File: config.mk
export PLATFORM = sky130hd
export DESIGN_NAME = gate_sweep_ctrl
export DESIGN_NICKNAME = d
export VERILOG_FILES = /design/src/rtl/gate_sweep_ctrl.sv
export SDC_FILE = /design/constraint.sdc
export NUM_CORES = 1
export LEC_CHECK = 0
export CORE_UTILIZATION = 55
export CTS_CLUSTER_DIAMETER = 40
export DETAILED_ROUTE_END_ITERATION = 6
export PLACE_DENSITY = 0.84
export SLEW_MARGIN = 20
export SYNTH_ARGS = -nofsm -noshare
export SYNTH_HDL_FRONTEND = slang
export SYNTH_SLANG_ARGS = --single-unit
File: constraint.sdc
create_clock -name clk -period 2.55 [get_ports clk]
set_clock_uncertainty 0.05 [all_clocks]
set_input_delay 0.255 -clock clk [delete_from_list [all_inputs] [get_ports clk]]
set_output_delay 0.255 -clock clk [all_outputs]
set_load 0.01 [all_outputs]
File: src/rtl/gate_sweep_ctrl.sv
// Exhaustive sweep sequencer for one combinational gate.
// It steps every input vector, samples the gate output and keeps a mismatch log.
module gate_sweep_ctrl #(
    parameter int                    N_IN        = 2,
    parameter int                    HOLD_CYCLES = 4,
    parameter logic [2**N_IN-1:0]    EXP_TT      = 4'b1000
) (
    input  logic              clk,
    input  logic              rst_n,
    input  logic              start,
    input  logic              abort,
    input  logic              gate_y,
    output logic [N_IN-1:0]   vec_out,
    output logic              busy,
    output logic              done,
    output logic              pass,
    output logic [N_IN:0]     err_count,
    output logic              fail_valid,
    output logic [N_IN-1:0]   fail_vec
);

    localparam int HW = (HOLD_CYCLES > 1) ? $clog2(HOLD_CYCLES) : 1;
    localparam logic [HW-1:0]   HOLD_LAST = HW'(HOLD_CYCLES - 1);
    localparam logic [N_IN-1:0] VEC_LAST  = '1;

    typedef enum logic [1:0] {
        IDLE  = 2'd0,
        DRIVE = 2'd1,
        DONE  = 2'd2
    } state_t;

    state_t          state;
    logic [N_IN-1:0] vec_idx;
    logic [HW-1:0]   hold_cnt;
    logic            start_q;
    logic            miss;

    assign miss = (gate_y != EXP_TT[vec_idx]);

    // start is registered once; a request seen during DRIVE is dropped here
    always_ff @(posedge clk or negedge rst_n) begin
        if (!rst_n) begin
            state      <= IDLE;
            start_q    <= 1'b0;
            vec_idx    <= '0;
            hold_cnt   <= '0;
            vec_out    <= '0;
            busy       <= 1'b0;
            done       <= 1'b0;
            pass       <= 1'b0;
            err_count  <= '0;
            fail_valid <= 1'b0;
            fail_vec   <= '0;
        end else begin
            start_q <= start && (state != DRIVE);
            unique case (state)
                IDLE, DONE: begin
                    if (start_q) begin
                        state      <= DRIVE;
                        vec_idx    <= '0;
                        hold_cnt   <= '0;
                        vec_out    <= '0;
                        busy       <= 1'b1;
                        done       <= 1'b0;
                        pass       <= 1'b0;
                        err_count  <= '0;
                        fail_valid <= 1'b0;
                        fail_vec   <= '0;
                    end
                end
                DRIVE: begin
                    if (abort) begin
                        state    <= IDLE;
                        busy     <= 1'b0;
                        vec_out  <= '0;
                        vec_idx  <= '0;
                        hold_cnt <= '0;
                    end else if (hold_cnt == HOLD_LAST) begin
                        if (miss) begin
                            err_count <= err_count + 1'b1;
                            if (!fail_valid) begin
                                fail_valid <= 1'b1;
                                fail_vec   <= vec_idx;
                            end
                        end
                        if (vec_idx == VEC_LAST) begin
                            state   <= DONE;
                            busy    <= 1'b0;
                            done    <= 1'b1;
                            pass    <= !miss && (err_count == '0);
                            vec_out <= '0;
                        end else begin
                            vec_idx  <= vec_idx + 1'b1;
                            vec_out  <= vec_idx + 1'b1;
                            hold_cnt <= '0;
                        end
                    end else begin
                        hold_cnt <= hold_cnt + 1'b1;
                    end
                end
                default: begin
                    state <= IDLE;
                    busy  <= 1'b0;
                end
            endcase
        end
    end

endmodule
==> flow_metrics.tcl, run 1 <==
set metrics [dict create \
    status "finished, violations left" \
    violations "design-rule violations" \
    max_freq_mhz 599 \
    cts.sinks 18 \
    synth.distinct_cells 34 \
    design.core.area_mm2 0.00156 \
    drt_iter0_markers 16 \
    critPathLaunchType "register" \
    globalRouteTotalUtil_pct 23.5 \
    grt_pass1_wl_um 3220 \
    setup_viol 0 \
    clock_path_buffers 2 \
    die_w_um 43.7 \
    grt_max_degree 19 \
    ir_worst_vdd_v 0.000489 \
    design.die.area_mm2 0.00191 \
    gr-usage-met3_pct 2.50 \
    avgSynthCellArea_um2 9.98 \
    gr-max-usage-layer "met2" \
    r2r_start "vec_idx[0]" \
    htreeDepth 1 \
    end_kind "register" \
    crit_arrival_ps 1810 \
    antenna_found_initial 0 \
    io_pins 16 \
    drv_cap 0 \
    power.leakage_nw 0.504 \
    ant_nets 0 \
    wl_per_cell_um 14.7 \
    grt_use_met2_pct 42.7 \
    portBuffers 15 \
    fin_crit_ps 1670 \
    cts-resized-gates 0 \
    yosysSeqAreaShare_pct 47.0 \
    grt_pass1_vias 740 \
    clk_pin_slew_worst_paths_ps 100 \
    viasPerCell 5.88 \
    grt_setup_unrepaired "false" \
    tightest_slew_ps 795 \
    clock_latency_ps 300 \
    firstDrtPassIters 6 \
    root_buffer "clkbuf_4" \
    drc_errors 1 \
    vias 753 \
    globalRouteMet1Util_pct 27.9 \
    crit_required_ps 2690 \
    dp_hpwl_um 1430 \
    final_cells 128 \
    cp-startpoint "vec_idx[0]" \
    start_util_pct 61.5 \
    critPathMaxFanout 6 \
    fp-row-count 14 \
    cts_hold_buffers 0 \
    routed_wl_um 1880 \
    syn_inst 96 \
    cts_tree "yes" \
    drv_slew 0 \
    grt.overflow.total 0 \
    cts_made_buffers 3 \
    dp.cells 124 \
    ys_seq_elements 18 \
    path_class "register to register" \
    post_cts_buffers 0 \
    hold_class "primary input to asynchronous set/reset pin" \
    fin_nets 123 \
    die_y_um 43.7 \
    synth.net_count 106 \
    syn2layout_area_growth_pct 19.7 \
    maxSlewHeadroom_pct 46.8 \
    fin_crit_sh_pct 65.5 \
    yosysWarnings 0 \
    power_density_mw_per_mm2 823 \
    setup_tns_ps 0 \
    antenna_cells 0 \
    p_total_mw 0.945 \
    hold_viol 0 \
    drive_gt1_share_pct 8.04 \
    syn_area_um2 958 \
    gp_congestion 0.835 \
]
[cell usage after synthesis (all sizes together)]
library cell	n	area, um^2
a31o	1	8.76
or2	1	6.26
buf	3	17.5
nand4b	1	8.76
mux2	3	37.5
nor4b	1	8.76
a31oi	2	18.8
nand3	6	30.0
a22o	2	17.5
and2b	1	7.51
a41oi	1	8.76
a21oi	2	10.0
inv	5	18.8
o41ai	1	8.76
nor3b	2	20.0
dfrtp	18	450
nand2b	4	25.0
nor3	2	10.0
o21ai	11	55.1
nor2	6	22.5
nor4	1	6.26
ha	5	62.6
nor2b	3	21.3
xor2	1	16.3
nand2	10	37.5
and2	1	6.26
a32o	1	10.0
o21a	1	7.51
[final cells by class]
class | count | area [um^2]
Clock buffer | 4 | 36.3
Tap cell | 16 | 20.0
Inverter | 5 | 18.8
Timing Repair Buffer | 15 | 150
Multi-Input combinational cell | 70 | 472
Sequential cell | 18 | 450
Fill cell | 118 | 412
[worst max-delay path: stages (launching register included)]
cell	delay [ps]
dfrtp_1	460
ha_1	310
xor2_2	260
a31oi_2	190
mux2_4	290
[worst paths after layout]
| kind | endpoint | cells after the start | slack (ps) |
|---|---|---|---|
| hold / removal | fail_vec[0] | 1 | 350 |
| setup reg to reg | err_count[0] | 4 | 880 |
| max in group asynchronous | hold_cnt[1] | 1 | 1600 |
| setup / recovery | err_count[0] | 4 | 880 |
| min in group clk | start_q | 2 | 450 |
| hold reg to reg | state[1] | 1 | 450 |
[sequential cells by signal, indices dropped and copies added, names as in the netlist]
register	flops
hold_cnt	2
done	1
vec_out	2
state	2
vec_idx	2
fail_valid	1
fail_vec	2
pass	1
start_q	1
busy	1
err_count	3
[logic make-up (layout without fill, tap and decap cells)]
family	after synthesis	after routing	synth area share [%]
simple gates	39	39	21.9
compound gates	22	22	15.1
flops	18	18	47.0
buf+inv	8	24	3.79
fa+ha+maj	5	5	6.53
mux	3	3	3.92
xor+xnor	1	1	1.70
[cell usage in the layout (no fill, tap or decap), types with 2 or more instances in the layout]
| cell | synthesis | layout |
|---|---|---|
| clkdlybuf4s50_1 | 0 | 15 |
| mux2_1 | 2 | 2 |
| inv_1 | 5 | 5 |
| nand2_1 | 10 | 10 |
| nor2_1 | 6 | 6 |
| nor3_1 | 2 | 2 |
| o21ai_1 | 10 | 10 |
| nand2b_1 | 4 | 4 |
| ha_1 | 5 | 5 |
| a21oi_1 | 2 | 2 |
| a22o_1 | 2 | 2 |
| dfrtp_1 | 18 | 18 |
| clkbuf_4 | 0 | 3 |
| nor2b_1 | 2 | 2 |
| nand3_1 | 6 | 6 |
[stage by stage]
stage               setup slack, ps  instance area [um^2]  utilization (%)  hold slack [ps]
floorplan                      1050                   958                -            -90.6
CTS                             887                  1150             73.6              381
finish                          881                  1150             73.6              354
global placement                679                  1110             71.3              423
global route                    787                  1150             73.6              424
detailed placement              646                  1110             71.3              433
[where the power goes]
part / leakage (nW) / internal, mW / switching, mW
clock: 0.0210 / 0.0872 / 0.0907
combinational: 0.242 / 0.162 / 0.183
sequential: 0.242 / 0.353 / 0.0686
[per-layer routing]
layer | wire length, um | vias up
met5 | 0 | -
met4 | 28 | 0
met3 | 54 | 3
met2 | 1010 | 19
met1 | 785 | 357
li1 | - | 374
Power figures use the tool's default switching activity.
==> run 2: changes to the inputs <==
--- a/config.mk
+++ b/config.mk
@@ -5,10 +5,10 @@
 export SDC_FILE = /design/constraint.sdc
 export NUM_CORES = 1
 export LEC_CHECK = 0
-export CORE_UTILIZATION = 55
+export CORE_UTILIZATION = 51
 export CTS_CLUSTER_DIAMETER = 40
 export DETAILED_ROUTE_END_ITERATION = 6
-export PLACE_DENSITY = 0.84
+export PLACE_DENSITY = 0.79
 export SLEW_MARGIN = 20
 export SYNTH_ARGS = -nofsm -noshare
 export SYNTH_HDL_FRONTEND = slang
==> constraint.sdc (replaced) <==
create_clock -name clk -period 1.7 [get_ports clk]
set_clock_uncertainty 0.05 [all_clocks]
set_input_delay 0.17 -clock clk [delete_from_list [all_inputs] [get_ports clk]]
set_output_delay 0.17 -clock clk [all_outputs]
set_load 0.01 [all_outputs]
==> flow_metrics.tcl, run 2 (synthesis gave the netlist of run 1 again) <==
set metrics [dict create \
    cts_made_buffers 3 \
    die_w_um 45.4 \
    tightest_slew_ps 419 \
    root_buffer "clkbuf_4" \
    power_frac_comb_pct 40.2 \
    reg2reg_slack_ps 80 \
    dr.max_layer_used "met4" \
    wl_met1_um 940 \
    viasPerCell 5.36 \
    ir_worst_vdd_v 0.000710 \
    htreeDepth 1 \
    rr_worst_depth 5 \
    wl_met3_um 93 \
    end_kind "register" \
    syn2layout_area_growth_pct 27.3 \
    design.core.area_mm2 0.00175 \
    clock_power_share_pct 17.7 \
    grt.overflow.total 0 \
    drv_cap 0 \
    hold_class "primary input to asynchronous set/reset pin" \
    hold_viol 0 \
    power.leakage_nw 0.531 \
    io_pins 16 \
    critPathMaxFanout 5 \
    endpoint "err_count[0]" \
    placed_area_mm2 0.00117 \
    max_freq_mhz 618 \
    globalRouteTotalUtil_pct 23.2 \
    r2r-end "err_count[0]" \
    r2r_start "vec_idx[1]" \
    crit_arrival_ps 1800 \
    cts_hold_buffers 0 \
    status "finished, final reports clean" \
    clock_latency_ps 290 \
    maxSlewHeadroom_pct 72.0 \
    start_util_pct 54.9 \
    fp-row-count 15 \
    largest_register_ffs 3 \
    power.internal_mw 0.948 \
    path_class "register to register" \
    critPathLaunchType "register" \
    dp_hpwl_um 1430 \
    setup_tns_ps 0 \
    final_area_mm2 0.00122 \
    fillers 141 \
    mostFrequentLayoutCell "dfrtp_1" \
    antenna_found_initial 0 \
    antenna_cells 0 \
    drc_errors 0 \
    power_density_mw_per_mm2 1220 \
    setup_viol 0 \
    grt_setup_unrepaired "false" \
    post_cts_buffers 0 \
    final_core_util_pct 69.9 \
    grt_pass1_vias 741 \
    drt_iter0_markers 25 \
    dp_slack_ps 74.8 \
    portBuffers 15 \
    fin_crit_sh_pct 95.2 \
    design.die.area_mm2 0.00206 \
    firstDrtPassIters 4 \
    drive_gt1_share_pct 13.6 \
    p_switching_mw 0.540 \
    met2_length_um 1000 \
    drv_slew 0 \
    die_y_um 45.4 \
    clk_pin_slew_worst_paths_ps 110 \
    ant_nets 0 \
    mostFrequentLayoutCells "18 x dfrtp_1, 15 x clkdlybuf4s50_1, 10 x nand2_1, 10 x o21ai_1" \
    grt_pass1_wl_um 3360 \
    cp-startpoint "vec_idx[1]" \
    fin_crit_ps 1620 \
    vias 766 \
    crit_required_ps 1890 \
    routed_wl_um 2080 \
    fin_ws_ps 82.0 \
    gp_congestion 0.863 \
    wl_per_cell_um 14.5 \
    cts.sinks 18 \
    cts-resized-gates 0 \
    grt_max_degree 19 \
    fin_nets 129 \
    clock_path_buffers 2 \
    seqPwrFrac_pct 42.1 \
    netSwitchingFraction_pct 36.3 \
    largest_register "err_count" \
    cts_tree "yes" \
]
[run 2: per-layer routing]
layer  vias to the layer above  track usage, %
met5                         -               0
met4                         0            9.09
met3                         4            4.80
met2                        27            36.2
met1                       351            31.5
li1                        384               -
[run 2: power by group through the flow]
stage	Sequential, mW	Clock, mW	Combinational [mW]
3_3_place_gp	0.623	0	0.561
4_1_cts	0.623	0.271	0.577
3_5_place_dp	0.630	0	0.574
2_1_floorplan	0.637	0	0.333
6_report	0.626	0.264	0.598
5_1_grt	0.642	0.286	0.656
[run 2: critical path, stage by stage, from the launching register on]
cell     delay, ps
dfrtp_1        430
ha_2           270
xor2_2         290
nand2_1        160
nor2_1         190
mux2_4         170
[run 2: per-stage QoR]
stage	total power [mW]	cells	hold slack (ps)
after floorplan	0.969	96	-176
after global placement	1.18	139	422
after detailed placement	1.20	139	424
after CTS	1.47	143	146
after global routing	1.58	143	165
final	1.49	143	143
[run 2: final cells by class]
cell class | count | area (um^2) | share of cell area (%)
Multi-Input combinational cell | 70 | 488 | 40.0
Sequential cell | 18 | 450 | 36.9
Timing Repair Buffer | 21 | 195 | 16.0
Clock buffer | 4 | 36.3 | 2.97
Tap cell | 25 | 31.3 | 2.56
Inverter | 5 | 18.8 | 1.54
[run 2: how the worst min path moves through the flow]
stage                    start    endpoint  slack, ps  cells after the start
floorplan                rst_n        busy       -180                      0
global placement    vec_out[0]  vec_out[0]        420                      1
detailed placement        pass        pass        420                      1
CTS                      rst_n        pass        150                      2
global route             rst_n        pass        170                      2
finish                   rst_n  vec_out[0]        140                      2
==> run 3: changes to the inputs <==
--- a/config.mk
+++ b/config.mk
@@ -5,10 +5,11 @@
 export SDC_FILE = /design/constraint.sdc
 export NUM_CORES = 1
 export LEC_CHECK = 0
-export CORE_UTILIZATION = 51
+export CORE_UTILIZATION = 50
 export CTS_CLUSTER_DIAMETER = 40
+export CTS_CLUSTER_SIZE = 10
 export DETAILED_ROUTE_END_ITERATION = 6
-export PLACE_DENSITY = 0.79
+export PLACE_DENSITY = 0.78
 export SLEW_MARGIN = 20
 export SYNTH_ARGS = -nofsm -noshare
 export SYNTH_HDL_FRONTEND = slang
==> flow_metrics.tcl, run 3 (synthesis gave the netlist of run 1 again) <==
set metrics [dict create \
    power.leakage_nw 0.554 \
    dp_slack_ps 48.9 \
    cts.sinks 18 \
    hold_class "primary input to asynchronous set/reset pin" \
    end_kind "register" \
    portBuffers 15 \
    antenna_found_initial 0 \
    largest_register "err_count" \
    globalRouteTotalUtil_pct 22.0 \
    fin_crit_sh_pct 92.9 \
    grt_pass1_vias 769 \
    drv_slew 0 \
    gp_congestion 0.871 \
    root_buffer "clkbuf_4" \
    grt_pass1_wl_um 3260 \
    dp.cells 143 \
    rr_worst_depth 5 \
    fin_ws_ps 120 \
    max_freq_mhz 633 \
    critPathLaunchType "register" \
    clock_path_buffers 2 \
    final_core_util_pct 69.9 \
    start_util_pct 54.3 \
    ir_worst_vdd_v 0.000735 \
    fp-row-count 15 \
    fin_nets 133 \
    setup_tns_ps 0 \
    htreeDepth 1 \
    cp-startpoint "hold_cnt[0]" \
    clock_latency_ps 290 \
    hold_viol 0 \
    antenna_cells 0 \
    final_cells 147 \
    mostFrequentLayoutCell "dfrtp_1" \
    ant_nets 0 \
    status "finished, final reports clean" \
    grt_setup_unrepaired "false" \
    cts_tree "yes" \
    clk_pin_slew_worst_paths_ps 100 \
    cts-resized-gates 0 \
    cts_made_buffers 3 \
    p_total_mw 1.48 \
    grt_max_degree 19 \
    critPathMaxFanout 5 \
    mostFrequentLayoutCells "18 x dfrtp_1, 15 x clkdlybuf4s50_1, 10 x nand2_1, 10 x o21ai_1, 10 x buf_4" \
    drive_gt1_share_pct 15.6 \
    wl_per_cell_um 13.1 \
    drv_cap 0 \
    power_density_mw_per_mm2 1200 \
    die_w_um 45.8 \
    design.core.area_mm2 0.00176 \
    syn2layout_area_growth_pct 28.7 \
    drt_iter0_markers 23 \
    grt.overflow.total 0 \
    maxSlewHeadroom_pct 78.8 \
    drc_errors 0 \
    endpoint "vec_out[0]" \
    io_pins 16 \
    largest_register_ffs 3 \
    crit_required_ps 1830 \
    viasPerCell 5.42 \
    die_y_um 45.8 \
    vias 797 \
    dp_hpwl_um 1490 \
    cts_hold_buffers 0 \
    post_cts_buffers 0 \
    path_class "register to register" \
    routed_wl_um 1930 \
    crit_arrival_ps 1710 \
    r2r_start "hold_cnt[0]" \
    tightest_slew_ps 317 \
    r2r-end "vec_out[0]" \
    reg2reg_slack_ps 120 \
    design.die.area_mm2 0.00210 \
    fin_crit_ps 1580 \
    firstDrtPassIters 4 \
    setup_viol 0 \
]
run 3: changes by cell type in the layout (fill, tap and decap cells not counted), sizes merged:
| cell | change |
|---|---|
| buf | +4 |
run 3: power by group:
part | internal, mW | switching (mW)
clock | 0.130 | 0.125
combinational | 0.304 | 0.306
sequential | 0.530 | 0.0849
total | 0.964 | 0.515
run 3: final cells by class:
| cell class | count | area [um^2] |
|---|---|---|
| fill | 153 | 531 |
| clock buffer | 4 | 36.3 |
| inverter | 5 | 18.8 |
| timing repair buffer | 25 | 225 |
| sequential | 18 | 450 |
| tap | 25 | 31.3 |
| multi-input combinational | 70 | 472 |
run 3: worst min-delay path by stage:
stage                         endpoint  depth (start not counted)  slack (ps)
after floorplan                   busy                          0        -180
after global placement      vec_out[0]                          1         430
after detailed placement      state[1]                          1         430
after CTS                 err_count[0]                          2         150
after global routing      err_count[2]                          2         170
final                     err_count[0]                          2         150
run 3: stage by stage:
| step | cell area, um^2 | hold slack [ps] |
|---|---|---|
| 3_5_place_dp | 1200 | 429 |
| 3_3_place_gp | 1200 | 426 |
| 5_1_grt | 1230 | 166 |
| 6_report | 1230 | 152 |
| 2_1_floorplan | 958 | -176 |
| 4_1_cts | 1230 | 150 |
run 3: layer usage:
metal,GRT usage [%],wire length (um),vias to the layer above
li1,-,-,389
met1,26.8,809,385
met2,38.3,1050,21
met3,2.78,55,2
met4,10.0,12,0
met5,0,0,-
run 3: worst max-delay path, stage by stage, from the launching register on:
cell and delay (ps):
dfrtp_1 410, ha_1 240, buf_4 140, nor2_1 30, o21ai_1 240, mux2_1 360
